===== src/rtl/stack_pkg.sv =====
// Shared types and helpers for the stacking-game row driver.
package stack_pkg;

    localparam int DEF_COLS  = 8;
    localparam int DEF_ROWS  = 8;
    localparam int DEF_MAX_W = 3;

    typedef enum logic [2:0] {
        ST_IDLE  = 3'd0,
        ST_MOVE  = 3'd1,
        ST_CHECK = 3'd2,
        ST_NEXT  = 3'd3,
        ST_OVER  = 3'd4,
        ST_WIN   = 3'd5
    } stack_state_t;

    function automatic logic [5:0] popcount(input logic [31:0] v);
        logic [5:0] c;
        c = 6'd0;
        for (int i = 0; i < 32; i++) begin
            c = c + {5'd0, v[i]};
        end
        return c;
    endfunction

endpackage


===== src/rtl/block_row_driver_step_timer.sv =====
// Counts tick_en strobes and fires a one-cycle step every max(period,1) strobes.
module step_timer (
    input  logic       clk,
    input  logic       rst_n,
    input  logic       tick_en,
    input  logic [7:0] period,
    input  logic       clear,
    input  logic       hold,
    output logic       step
);

    logic [7:0] r_count;
    logic [7:0] w_period_eff;
    logic       w_hit;

    assign w_period_eff = (period == 8'd0) ? 8'd1 : period;
    // >= rather than == so a period shortened mid-count still fires promptly
    assign w_hit = (({1'b0, r_count} + 9'd1) >= {1'b0, w_period_eff});
    assign step  = tick_en & ~hold & ~clear & w_hit;

    // Tick counter: cleared on restart/new row, frozen while held.
    always_ff @(posedge clk) begin
        if (!rst_n) begin
            r_count <= 8'd0;
        end else if (clear) begin
            r_count <= 8'd0;
        end else if (hold) begin
            r_count <= r_count;
        end else if (tick_en) begin
            r_count <= w_hit ? 8'd0 : (r_count + 8'd1);
        end else begin
            r_count <= r_count;
        end
    end

endmodule


===== src/rtl/block_row_driver.sv =====
// Active-row driver: moves the block segment, trims it on drop, and tracks
// row progress, win and game-over.
module block_row_driver
    import stack_pkg::*;
#(
    parameter  int COLS  = DEF_COLS,
    parameter  int ROWS  = DEF_ROWS,
    parameter  int MAX_W = DEF_MAX_W,
    localparam int RW    = (ROWS > 1) ? $clog2(ROWS) : 1,
    localparam int WW    = $clog2(MAX_W + 1)
) (
    input  logic            clk,
    input  logic            rst_n,
    input  logic            tick_en,
    input  logic [7:0]      period,
    input  logic            start,
    input  logic            drop,
    output logic [COLS-1:0] row_mask,
    output logic [COLS-1:0] base_mask,
    output logic [RW-1:0]   row_idx,
    output logic [WW-1:0]   width,
    output logic            stacked,
    output logic            game_over,
    output logic            win
);

    function automatic logic [COLS-1:0] low_ones(input logic [WW-1:0] n);
        logic [COLS-1:0] v;
        for (int i = 0; i < COLS; i++) begin
            v[i] = (32'(i) < 32'(n));
        end
        return v;
    endfunction

    stack_state_t    r_state,     w_state_nxt;
    logic [COLS-1:0] r_row_mask,  w_row_mask_nxt;
    logic [COLS-1:0] r_base_mask, w_base_mask_nxt;
    logic [RW-1:0]   r_row_idx,   w_row_idx_nxt;
    logic [WW-1:0]   r_width,     w_width_nxt;
    logic            r_stacked,   w_stacked_nxt;
    logic            r_game_over, w_game_over_nxt;
    logic            r_win,       w_win_nxt;
    logic            r_dir_up,    w_dir_up_nxt;

    logic            w_start_ok;
    logic            w_hold;
    logic            w_clear;
    logic            w_step;
    logic [COLS-1:0] w_overlap;
    logic [5:0]      w_overlap_cnt;
    logic [COLS-1:0] w_low_mask;
    logic [COLS-1:0] w_init_mask;
    logic            w_full_width;
    logic            w_last_row;

    assign w_start_ok    = start & ((r_state == ST_IDLE) | (r_state == ST_OVER) | (r_state == ST_WIN));
    assign w_hold        = (r_state != ST_MOVE) | drop;
    assign w_clear       = w_start_ok | (r_state == ST_NEXT);
    assign w_overlap     = r_row_mask & r_base_mask;
    assign w_overlap_cnt = popcount(32'(w_overlap));
    assign w_low_mask    = low_ones(r_width);
    assign w_init_mask   = low_ones(WW'(MAX_W));
    assign w_full_width  = (32'(r_width) == 32'(COLS));
    assign w_last_row    = (32'(r_row_idx) == 32'(ROWS - 1));

    step_timer u_step_timer (
        .clk     (clk),
        .rst_n   (rst_n),
        .tick_en (tick_en),
        .period  (period),
        .clear   (w_clear),
        .hold    (w_hold),
        .step    (w_step)
    );

    // Next-state and next-output logic for the game FSM.
    always_comb begin
        w_state_nxt     = r_state;
        w_row_mask_nxt  = r_row_mask;
        w_base_mask_nxt = r_base_mask;
        w_row_idx_nxt   = r_row_idx;
        w_width_nxt     = r_width;
        w_stacked_nxt   = 1'b0;
        w_game_over_nxt = r_game_over;
        w_win_nxt       = r_win;
        w_dir_up_nxt    = r_dir_up;

        case (r_state)
            ST_IDLE, ST_OVER, ST_WIN: begin
                if (w_start_ok) begin
                    w_row_idx_nxt   = '0;
                    w_base_mask_nxt = '1;
                    w_width_nxt     = WW'(MAX_W);
                    w_row_mask_nxt  = w_init_mask;
                    w_dir_up_nxt    = 1'b1;
                    w_game_over_nxt = 1'b0;
                    w_win_nxt       = 1'b0;
                    w_state_nxt     = ST_MOVE;
                end else begin
                    w_state_nxt = r_state;
                end
            end
            ST_MOVE: begin
                if (drop) begin
                    w_state_nxt = ST_CHECK;
                end else if (w_step && !w_full_width) begin
                    // Reaching an edge reverses direction within the same step
                    if (r_dir_up) begin
                        if (r_row_mask[COLS-1]) begin
                            w_dir_up_nxt   = 1'b0;
                            w_row_mask_nxt = {1'b0, r_row_mask[COLS-1:1]};
                        end else begin
                            w_row_mask_nxt = {r_row_mask[COLS-2:0], 1'b0};
                        end
                    end else begin
                        if (r_row_mask[0]) begin
                            w_dir_up_nxt   = 1'b1;
                            w_row_mask_nxt = {r_row_mask[COLS-2:0], 1'b0};
                        end else begin
                            w_row_mask_nxt = {1'b0, r_row_mask[COLS-1:1]};
                        end
                    end
                end else begin
                    w_state_nxt = ST_MOVE;
                end
            end
            ST_CHECK: begin
                if (w_overlap == '0) begin
                    w_game_over_nxt = 1'b1;
                    w_row_mask_nxt  = '0;
                    w_state_nxt     = ST_OVER;
                end else begin
                    w_row_mask_nxt = w_overlap;
                    w_width_nxt    = WW'(w_overlap_cnt);
                    w_stacked_nxt  = 1'b1;
                    if (w_last_row) begin
                        w_win_nxt   = 1'b1;
                        w_state_nxt = ST_WIN;
                    end else begin
                        w_state_nxt = ST_NEXT;
                    end
                end
            end
            ST_NEXT: begin
                w_base_mask_nxt = r_row_mask;
                w_row_idx_nxt   = r_row_idx + RW'(1);
                w_row_mask_nxt  = w_low_mask;
                w_dir_up_nxt    = 1'b1;
                w_state_nxt     = ST_MOVE;
            end
            default: begin
                w_state_nxt = ST_IDLE;
            end
        endcase
    end

    // State and output registers.
    always_ff @(posedge clk) begin
        if (!rst_n) begin
            r_state     <= ST_IDLE;
            r_row_mask  <= '0;
            r_base_mask <= '1;
            r_row_idx   <= '0;
            r_width     <= WW'(MAX_W);
            r_stacked   <= 1'b0;
            r_game_over <= 1'b0;
            r_win       <= 1'b0;
            r_dir_up    <= 1'b1;
        end else begin
            r_state     <= w_state_nxt;
            r_row_mask  <= w_row_mask_nxt;
            r_base_mask <= w_base_mask_nxt;
            r_row_idx   <= w_row_idx_nxt;
            r_width     <= w_width_nxt;
            r_stacked   <= w_stacked_nxt;
            r_game_over <= w_game_over_nxt;
            r_win       <= w_win_nxt;
            r_dir_up    <= w_dir_up_nxt;
        end
    end

    assign row_mask  = r_row_mask;
    assign base_mask = r_base_mask;
    assign row_idx   = r_row_idx;
    assign width     = r_width;
    assign stacked   = r_stacked;
    assign game_over = r_game_over;
    assign win       = r_win;

endmodule


===== config.mk =====
export PLATFORM = sky130hd
export DESIGN_NAME = block_row_driver
export DESIGN_NICKNAME = d
export VERILOG_FILES = /design/src/rtl/stack_pkg.sv /design/src/rtl/block_row_driver_step_timer.sv /design/src/rtl/block_row_driver.sv
export SDC_FILE = /design/constraint.sdc
export NUM_CORES = 1
export LEC_CHECK = 0
export CORE_MARGIN = 2
export CORE_UTILIZATION = 48
export CTS_CLUSTER_SIZE = 24
export DETAILED_ROUTE_END_ITERATION = 16
export GPL_TIMING_DRIVEN = 1
export HOLD_SLACK_MARGIN = 0.02
export PLACE_DENSITY = 0.75
export SYNTH_ARGS = -nofsm -noshare
export SYNTH_HDL_FRONTEND = slang
export SYNTH_SLANG_ARGS = --single-unit
export TNS_END_PERCENT = 100

===== constraint.sdc =====
create_clock -name clk -period 2.8 [get_ports clk]
set_input_delay 0.28 -clock clk [delete_from_list [all_inputs] [get_ports clk]]
set_output_delay 0.28 -clock clk [all_outputs]
set_load 0.05 [all_outputs]

After elaboration in Yosys (flattened, before gate mapping)
Cells that the tools add are included.

word-level totals
  flip-flop bits (word level) = 36
  input port bits = 13
  output and inout port bits = 24
  logic and storage cells = 105

operators by class
  $add $sub $neg = 10
  order comparisons = 4
  eq/ne operators = 14
  mux-type cells = 37
  bitwise gates (word level) = 12
  reduce and logical (&&, ||, !) cells = 18

operator list
  cell                                                                          count
  8-bit 2-to-1 mux                                                              10
  8-bit one-hot mux with 4 select lines                                         1
  3-bit 2-to-1 mux                                                              6
  8-bit logical NOT                                                             2
  8-bit one-hot mux with 2 select lines                                         1
  2-bit by 1-bit adder with 2-bit output                                        6
  3-bit one-hot mux with 4 select lines                                         1
  4-bit AND reduction                                                           3
  1-bit 2-to-1 mux                                                              11
  2-bit != test (second input constant)                                         5
  8-bit by 1-bit adder with 9-bit output (second input constant)                1
  3-bit equality test (second input constant)                                   3
  9-bit by 8-bit >= comparator with 1-bit output                                1
  8-bit by 1-bit adder with 8-bit output (second input constant)                1
  8-bit bitwise AND                                                             1
  2-bit AND reduction                                                           4
  3-bit by 2-bit equality test with 1-bit output (second input constant)        2
  3-bit one-hot mux with 2 select lines                                         1
  3-bit AND reduction                                                           2
  1-bit bitwise AND                                                             4
  1-bit by 2-bit less-than comparator with 1-bit output (first input constant)  2
  2-bit 2-to-1 mux                                                              2
  1-bit bitwise OR                                                              4
  1-bit one-hot mux with 2 select lines                                         2
  other kinds (16)                                                              19

Logic depth before layout (Yosys ltp)
Gate-level depths: netlist of run 1.

  depth in word-level cells = 11
  mapped depth = 13
  gate-level depth less buffers = 11

Hierarchy
From an unflattened synthesis of run 1, not the netlist that was laid out.

unflattened totals
  cell total of the unflattened synthesis = 263
  area, all modules = 2322.2 µm²

modules (own cells, without submodules)
  module            times used  cells each  area each (µm²)  sequential area each (µm²)
  block_row_driver  1           180         1601.5           560.5
  step_timer        1           83          720.7            160.2

Worst setup path after synthesis of run 1
Ideal clock, no wire load.

  path kind = register to register
  from = register r_row_mask[0], in the netlist row_mask[0]
  to = register r_width[1], in the netlist width[1]
  library setup time = 0.123 ns
  arrival time = 3.343 ns
  slack = -0.666 ns
  cell stages (with the launch flop) = 11
  cells stage by stage = dfxtp_1 -> nand2_1 -> fa_1 -> fa_1 -> fa_1 -> inv_1 -> ha_1 -> xnor2_1 -> xnor2_1 -> nand3_1 -> mux2_1

between the ends
  word-level cells in the longest chain between the ends = 10

RTL lines
  item                                                 line                     text
  from (decl)                                          block_row_driver.sv:36   logic [COLS-1:0] r_row_mask, w_row_mask_nxt;
  from (signal assigned)                               block_row_driver.sv:171  r_row_mask <= w_row_mask_nxt;
  8-bit bitwise AND *                                  block_row_driver.sv:59   assign w_overlap = r_row_mask & r_base_mask;
  1-bit by 1-bit adder with 2-bit output               stack_pkg.sv:21          c = c + {5'd0, v[i]};
  2-bit by 1-bit adder with 2-bit output (6 in a row)  stack_pkg.sv:21
  2-bit 2-to-1 mux                                     block_row_driver.sv:128  if (w_overlap == '0) begin
  2-bit one-hot mux with 2 select lines                block_row_driver.sv:88   case (r_state)
  to (signal assigned)                                 block_row_driver.sv:164  r_width <= WW'(MAX_W);
  to (signal assigned)                                 block_row_driver.sv:174  r_width <= w_width_nxt;
  to (decl)                                            block_row_driver.sv:39   logic [WW-1:0] r_width, w_width_nxt;

Every way passes the cells marked *; elsewhere a longest branch is shown, timed or not. The select of a mux whose other input is x is not followed.
A chain may end at the register's enable or synchronous reset.

Final worst setup path of run 1
Same ends and word-level chain as after synthesis.

==> run_results.csv, run 1 <==
group,metric,value,unit
yosys,ys_ff_latch,36,
global_route,grt_use_total,0.245,
power,ir_drop,295,uV
critical_path,startpoint_type,"register",
yosys,syn-num-nets,293,
die,ioPinCount,37,
placement,port_buffers,36,
global_route,grt_pass1_vias,2112,
yosys,ys_async_sr_fraction,0,
placement,place_ws,-0.152,ns
sta,final-setup-viol-count,1,
clocking,cts_buffer_depth,2,
sta,tightest_slew,0.575,ns
sta,fmax,337,MHz
die,die_w,72.8,um
clocking,clock-root-buffer,"clkbuf_8",
route,wl_per_cell,15.5,um
global_route,grt_max_degree,20,
critical_path,rrSetupSlack,-0.16,ns
yosys,synth_warnings,0,
global_route,grt_pass1_wl,10.2,mm
power,power.density,425,nW/um^2
route,vias,2221,
die,fp.dieH,72.8,um
global_route,antenna_found_initial,0,
clocking,cts_tree,"done",
yosys,synth_top_area_share,0.317,
sta,period_needed,2.96,ns
cells_and_area,n_fill_cell,391,
sta,finClkSkew,0.00695,ns
clocking,clk_latency,0.29,ns
yosys,syn_avg_cell_area,8.60,sq um
yosys,synth_edf_count,0,
global_route,overflow,0,
cells_and_area,num-nets-final,353,
die,rows,25,
placement,post-dp-hpwl,4.35,mm
sta,tns,-0.164,ns
clocking,cts_max_level,2,
cells_and_area,area_delta_synth_final,33.4,%
yosys,synthCells,264,
sta,rsz0062_at_grt,"true",
cells_and_area,n_antenna_cell,0,
die,die_area,5300,sq um
sta,holdWs,0.485,ns
critical_path,crit_fanout,2,
route,final_antenna_net_count,0,
cells_and_area,stdcell_area,3030,sq um
sta,slew_headroom,0.615,
clocking,hold_buffers,0,
yosys,synth_cell_type_count,58,
outcome,violations,"negative setup slack",
route,drtPass1Iterations,5,
clocking,cts_sinks,36,
yosys,synth_ff_type,"dfxtp_1",
yosys,yosysSeqAreaShare,0.317,
die,coreArea,4630,sq um
critical_path,end_kind,"register",
critical_path,required,2.98,ns
die,initial_utilization,0.491,
placement,place.gp.congestion,0.850,
worst_hold_path,min_path_type,"reg2reg",
critical_path,reg2reg_depth,10,
sta,timing.final.crit_share,1.06,
sta,fin_ws,-0.164,ns
yosys,synth.most_common_cell,"dfxtp_1",
power,leakagePower,0.00119,uW
cells_and_area,drive_above_1_share,0.194,
critical_path,crit_arrival,3.14,ns
yosys,yosysTopAreaCell,"dfxtp_1",
yosys,synth_area_leaders,"dfxtp_1 32%, ha_1 7.2%, nand2_1 4.3%",
clocking,path_clk_slew,0.07,ns
critical_path,critPathKind,"reg2reg",
sta,drv_slew,0,
route,avgViaCountPerCell,5.86,
yosys,ys_top_cells_by_count,"36 x dfxtp_1, 26 x nand2_1, 14 x nand3_1",
placement,place_area,2880,sq um
worst_hold_path,hold-path-cell-count,2,
route,drtIter0Drc,152,
yosys,syn-cell-area,2270,sq um
clocking,cts_made_buffers,5,
outcome,status,"complete, but fails checks",
route,routed_wl,5.89,mm
route,drcViolationCount,0,
flow_run,maxCapViolCount,0,
sta,hold_viol,0,
[registers in the layout, indices dropped and copies added, names as in the netlist]
signal                flops
stacked                   1
width                     2
u_step_timer.r_count      8
row_idx                   3
r_state                   3
game_over                 1
base_mask                 8
win                       1
row_mask                  8
r_dir_up                  1
[worst max-delay path, stage by stage, from the launching register on]
cell and delay, ns:
dfxtp_4 0.36, nand2_4 0.05, fa_1 0.57, fa_1 0.44, fa_1 0.52, inv_1 0.05
ha_2 0.18, xnor2_2 0.16, xnor2_1 0.14, nand3_1 0.10, mux2_4 0.26
[logic make-up (layout without fill, tap and decap cells)]
logic type               count (synthesis)  after routing  synth area share
AND/OR/NAND/NOR                        100            100             0.230
AO/OA/AOI/OAI                           70             70             0.226
flip-flops                              36             36             0.317
buffers and inverters                   26             87            0.0523
adder cells (fa/ha/maj)                 16             16            0.0981
multiplexers                            10             10            0.0529
XOR/XNOR                                 6              6            0.0231
[layout by cell type (no fill, tap or decap), drive strengths merged, types with 6 or more instances in the layout]
cell,synthesis,layout
a21oi,10,10
a31oi,12,12
and3,6,6
buf,7,29
clkbuf,5,8
clkdlybuf4s50,0,36
dfxtp,36,36
ha,13,13
inv,13,13
mux2i,7,7
nand2,26,26
nand2b,6,6
nand3,14,14
nand4,6,6
nor2,14,14
o21ai,10,10
o22a,7,7
[path summary, 6_finish.rpt]
| path | startpoint | end |
|---|---|---|
| worst max-delay path | row_mask[0] | width[1] |
| worst min-delay path | win | win |
| worst max register to register | row_mask[0] | width[1] |
| worst min register to register | win | win |
[through the flow]
step / instances / total power, uW / utilization
finish: 379 / 1290 / 0.655
global route: 379 / 1350 / 0.655
CTS: 379 / 1290 / 0.648
detailed placement: 369 / 910 / 0.623
global placement: 369 / 903 / 0.623
floorplan: 264 / 791 / -
[what timing repair did]
| action | in CTS | in global routing |
|---|---|---|
| resized for setup | 0 | 9 |
| pin swaps | 3 | 3 |
| setup buffers | 2 | 0 |
| endpoints found under the setup margin | 3 | 18 |
| hold endpoints to repair | 0 | 0 |
| gates cloned | 0 | 0 |
[per-layer routing]
layer | track usage | vias up | share of wire
li1 | - | 1105 | -
met1 | 0.360 | 1051 | 0.49
met2 | 0.371 | 59 | 0.45
met3 | 0.0442 | 6 | 0.051
met4 | 0.0617 | 0 | 0.0071
met5 | 0 | - | 0
[report_power, final]
part	internal [uW]	switching, uW	total [uW]
Sequential	529	27.4	556
Clock	201	181	382
Combinational	147	202	349
Total	876	410	1290
[layout make-up]
cell class,count,area (sq um),share of cell area
clock buffer,8,90.1,0.0297
inverter,14,52.6,0.0173
multi-input combinational,202,1480,0.490
sequential,36,746,0.246
tap,54,67.6,0.0223
timing repair buffer,65,591,0.195
Note: power is estimated with default switching activity, not from simulation.
==> run 2: changes to the inputs <==
- CTS_CLUSTER_DIAMETER: unset -> 150
- MAX_ROUTING_LAYER: unset -> met4
==> run 2 against run 1 <==
The run still ends with negative setup slack left. Sequential share of layout area unchanged. Worst setup slack better by 0.0091 ns. Sequential power about the same. Clock skew up 0.0012 ns. Combinational power about the same. Sequential cell count unchanged. Largest cell class unchanged.
==> run_results.csv, run 2 (synthesis results as in run 1) <==
group,metric,value,unit
sta,tns,-0.155,ns
outcome,status,"complete, but fails checks",
global_route,grt_pass1_vias,2116,
placement,place.gp.congestion,0.864,
critical_path,critPathKind,"reg2reg",
critical_path,cp_slowest_cell,"fa_1",
die,die_area,5300,sq um
cells_and_area,n_fill_cell,391,
outcome,violations,"negative setup slack",
cells_and_area,seq_area,746,sq um
global_route,antenna_found_initial,0,
sta,hold_viol,0,
sta,slew_headroom,0.612,
placement,post-dp-hpwl,4.35,mm
die,rows,25,
route,routed_wl,5.90,mm
cells_and_area,n_antenna_cell,0,
power,p_int,876,uW
die,die_w,72.8,um
power,swShare,0.320,
clocking,cts_tree,"done",
route,wl_per_cell,15.6,um
power,clockPowerShare,0.297,
sta,drv_slew,0,
die,fp.dieH,72.8,um
sta,final-setup-viol-count,1,
global_route,grt_pass1_wl,10.1,mm
global_route,grt_max_degree,20,
clocking,cts_max_level,2,
critical_path,cpPeakStageDelay,0.57,ns
power,power.density,425,nW/um^2
cells_and_area,num-nets-final,353,
die,ioPinCount,37,
sta,fin_ws,-0.155,ns
critical_path,r2r-start,"row_mask[0]",
cells_and_area,final_util,0.655,
cells_and_area,final_cell_mix,"36 x clkdlybuf4s50_1, 28 x dfxtp_1, 28 x buf_4, 23 x nand2_1",
global_route,grt_use_total,0.252,
clocking,cts_buffer_depth,2,
route,final_antenna_net_count,0,
sta,fmax,338,MHz
power,leakagePower,0.00119,uW
power,power.total,1290,uW
clocking,clock-root-buffer,"clkbuf_8",
sta,finClkSkew,0.00816,ns
critical_path,crit_fanout,2,
die,initial_utilization,0.491,
cells_and_area,final_common_cell,"clkdlybuf4s50_1",
route,drcViolationCount,0,
power,ir_drop,297,uV
power,combPwrFrac,0.271,
clocking,clk_latency,0.29,ns
die,coreArea,4630,sq um
cells_and_area,multi_input_area,1480,sq um
route,drtIter0Drc,169,
clocking,cts_made_buffers,5,
critical_path,cp_top_family,"adder cells",
placement,port_buffers,36,
critical_path,crit_buf_inv,1,
route,avgViaCountPerCell,5.90,
clocking,hold_buffers,0,
worst_hold_path,min_from,"win",
flow_run,maxCapViolCount,0,
power,netSwitchingPower,411,uW
sta,tightest_slew,0.580,ns
critical_path,crit_start,"row_mask[0]",
critical_path,crit_arrival,3.13,ns
route,drtPass1Iterations,5,
critical_path,end_kind,"register",
clocking,cts_sinks,36,
route,vias,2236,
cells_and_area,drive_above_1_share,0.194,
global_route,overflow,0,
critical_path,rrSetupSlack,-0.15,ns
sta,period_needed,2.95,ns
critical_path,required,2.98,ns
sta,timing.final.crit_share,1.06,
power,p_seq_frac,0.432,
sta,rsz0062_at_grt,"true",
clocking,path_clk_slew,0.07,ns
critical_path,path_cells,"nand2_4 -> fa_1 -> fa_1 -> fa_1 -> inv_1 -> ha_2 -> xnor2_2 -> xnor2_1 -> nand3_1 -> mux2_4",
worst_hold_path,min_path_type,"reg2reg",
critical_path,path_common_cell,"fa_1",
critical_path,startpoint_type,"register",
cells_and_area,area_delta_synth_final,33.4,%
run 2: cell counts in the layout (fill, tap and decap cells not counted):
No cell type changed its count.
run 2: worst min-delay path, stage by stage (launching register included):
cell and delay, ns:
dfxtp_1 0.32, nand3_1 0.06, o21ai_0 0.07
run 2: stage by stage:
| stage | hold slack (ns) | area (sq um) | cells | setup WS, ns |
|---|---|---|---|---|
| detailed placement | 0.463 | 2880 | 369 | -0.152 |
| global route | 0.528 | 3030 | 379 | -0.302 |
| global placement | 0.470 | 2880 | 369 | -0.0961 |
| finish | 0.485 | 3030 | 379 | -0.155 |
| floorplan | 0.458 | 2320 | 264 | -0.166 |
| CTS | 0.494 | 3000 | 379 | -0.162 |
run 2: final timing paths:
| kind | to | cells after the start |
|---|---|---|
| max | width[1] | 10 |
| min | win | 2 |
| max reg2reg | width[1] | 10 |
| min reg2reg | win | 2 |
run 2: area by class of cell:
type / instances / area share
inverter: 14 / 0.0173
clock buffer: 8 / 0.0297
sequential: 36 / 0.246
multi-input combinational: 202 / 0.490
tap: 54 / 0.0223
timing repair buffer: 65 / 0.195
run 2: power groups by stage:
| stage | Clock (uW) | Combinational (uW) | Sequential (uW) |
|---|---|---|---|
| finish | 383 | 348 | 556 |
| global route | 410 | 383 | 559 |
| CTS | 389 | 346 | 555 |
| detailed placement | 0 | 343 | 567 |
| global placement | 0 | 337 | 567 |
| floorplan | 0 | 178 | 613 |
run 2: layer usage:
metal / vias up / share of wire / global-route usage
li1: 1104 / - / -
met1: 1044 / 0.48 / 0.358
met4: 0 / 0.0090 / 0.0617
met3: 8 / 0.061 / 0.0442
met2: 80 / 0.45 / 0.372
met5: - / 0 / -
run 2: repair_timing:
action	4_1_cts	5_1_grt
hold endpoints to repair	0	0
setup buffers	2	0
setup endpoints to repair	3	18
resized for setup	0	9
pin swaps	3	3
==> run 3: changes to the inputs <==
- CORE_UTILIZATION: 48 -> 58
- PLACE_DENSITY: 0.75 -> 0.85
- SLEW_MARGIN: unset -> 25
- clock period: 2.8 -> 3.4 ns (I/O delays scaled with it)
==> run 3 against run 2 <==
The flow now finishes without violations. Non-clock buffer count fell by 24. Sequential power shrank 16%. First-iteration DRC count up 8.9%. Critical path depth is the same. Combinational power shrank 25%. Wire length down 8.2%. Global-route usage up 1.3 points. Die area fell by 16%. Via count is 3.0% lower. Sequential share of layout area rose by 1.8 points. Cell count down 8.7%. Critical path type unchanged. Worst setup slack better by 0.37 ns.
==> run_results.csv, run 3 (synthesis results as in run 1) <==
group,metric,value,unit
clocking,path_clk_slew,0.07,ns
critical_path,path_cells,"nand2_1 -> fa_1 -> fa_1 -> fa_1 -> inv_1 -> ha_1 -> xnor2_1 -> xnor2_1 -> nand3_1 -> mux2_1",
global_route,grt_pass1_vias,1888,
critical_path,cpPeakStageDelay,0.57,ns
sta,rsz0062_at_grt,"false",
sta,period_needed,3.18,ns
clocking,cts_tree,"done",
sta,tightest_slew,0.596,ns
critical_path,startpoint_type,"register",
die,die_area,4430,sq um
critical_path,crit_arrival,3.34,ns
clocking,cts_sinks,36,
global_route,grt_pass1_wl,8.78,mm
cells_and_area,stdcell_area,2740,sq um
cells_and_area,area_delta_synth_final,20.6,%
critical_path,end_kind,"register",
clocking,cts_buffer_depth,2,
cells_and_area,n_antenna_cell,0,
route,drcViolationCount,0,
placement,port_buffers,36,
critical_path,crit_fanout,8,
die,ioPinCount,37,
clocking,post_cts_resized,0,
clocking,postCtsSetupBuffers,0,
power,ir_drop,271,uV
route,drtIter0Drc,184,
die,die_w,66.6,um
sta,tns,0,ns
flow_run,maxCapViolCount,0,
sta,fmax,314,MHz
sta,hold_viol,0,
sta,drv_slew,0,
sta,slew_headroom,0.598,
clocking,clock-root-buffer,"clkbuf_8",
route,routed_wl,5.41,mm
placement,post-dp-hpwl,4.08,mm
critical_path,critPathKind,"reg2reg",
die,coreArea,3720,sq um
power,power.density,362,nW/um^2
clocking,cts_made_buffers,5,
cells_and_area,num-nets-final,329,
worst_hold_path,min_path_type,"reg2reg",
global_route,grt_use_total,0.265,
critical_path,cp_slowest_cell,"fa_1",
route,vias,2170,
sta,timing.final.crit_share,0.935,
die,initial_utilization,0.611,
power,leakagePower,0.00105,uW
critical_path,path_common_cell,"fa_1",
power,power.total,990,uW
cells_and_area,final_common_cell,"clkdlybuf4s50_1",
die,fp.dieH,66.6,um
sta,finClkSkew,0.00289,ns
placement,place_area,2660,sq um
cells_and_area,final_cell_mix,"36 x clkdlybuf4s50_1, 35 x dfxtp_1, 26 x nand2_1, 14 x nand3_1",
cells_and_area,drive_above_1_share,0.0705,
die,rows,22,
placement,place.gp.congestion,0.894,
clocking,cts_max_level,2,
global_route,antenna_found_initial,0,
clocking,clk_latency,0.27,ns
outcome,status,"finished, final reports clean",
critical_path,required,3.56,ns
route,wl_per_cell,15.6,um
clocking,hold_buffers,0,
global_route,grt_max_degree,22,
route,drtPass1Iterations,5,
global_route,overflow,0,
route,avgViaCountPerCell,6.27,
route,final_antenna_net_count,0,
sta,final-setup-viol-count,0,
cells_and_area,n_fill_cell,300,
-- run 3: changes by cell type in the layout (fill, tap and decap cells not counted), moves of 2 or more --
cell	change
buf_4	-23
dfxtp_1	+7
dfxtp_4	-6
nand2_1	+3
and3_1	+2
and3_4	-2
clkbuf_1	-2
nand2_2	-2
-- run 3: layer usage --
layer  part of all wire  vias to the layer above  track usage
met5                  0                        -            -
met4             0.0066                        0       0.0357
met3              0.058                        6       0.0524
met2               0.45                       79        0.404
met1               0.48                     1029        0.374
li1                   -                     1056            -
-- run 3: worst paths after layout --
check / start / to / slack [ns] / cells past startpoint
setup / recovery: row_mask[0] / width[1] / 0.22 / 10
hold / removal: win / win / 0.49 / 2
setup reg to reg: row_mask[0] / width[1] / 0.22 / 10
hold reg to reg: win / win / 0.49 / 2
-- run 3: area by class of cell --
type / count / area (sq um) / area share
Timing Repair Buffer: 41 / 398 / 0.145
Multi-Input combinational cell: 202 / 1440 / 0.525
Sequential cell: 36 / 722 / 0.264
Clock buffer: 5 / 68.8 / 0.0251
Inverter: 14 / 52.6 / 0.0192
Tap cell: 48 / 60.1 / 0.0219
-- run 3: power breakdown --
group	switching, uW	total, uW	internal (uW)	leakage (uW)
sequential	28.5	466	437	0.000292
clock	132	264	132	0.0000359
combinational	156	261	105	0.000724
-- run 3: through the flow --
stage,hold slack (ns),util,worst slack (ns),cells
finish,0.486,0.737,0.220,346
global route,0.521,0.737,0.0827,346
CTS,0.485,0.735,0.220,346
detailed placement,0.466,0.717,0.239,341
global placement,0.460,0.717,0.351,341
floorplan,0.472,-,0.0613,264
-- run 3: critical path, delay by kind of cell (launching register included) --
kind,cells,cell delay [ns]
simple gates,2,0.23
buf+inv,1,0.05
mux,1,0.31
flops,1,0.42
xor+xnor,2,0.30
fa+ha+maj,4,1.75
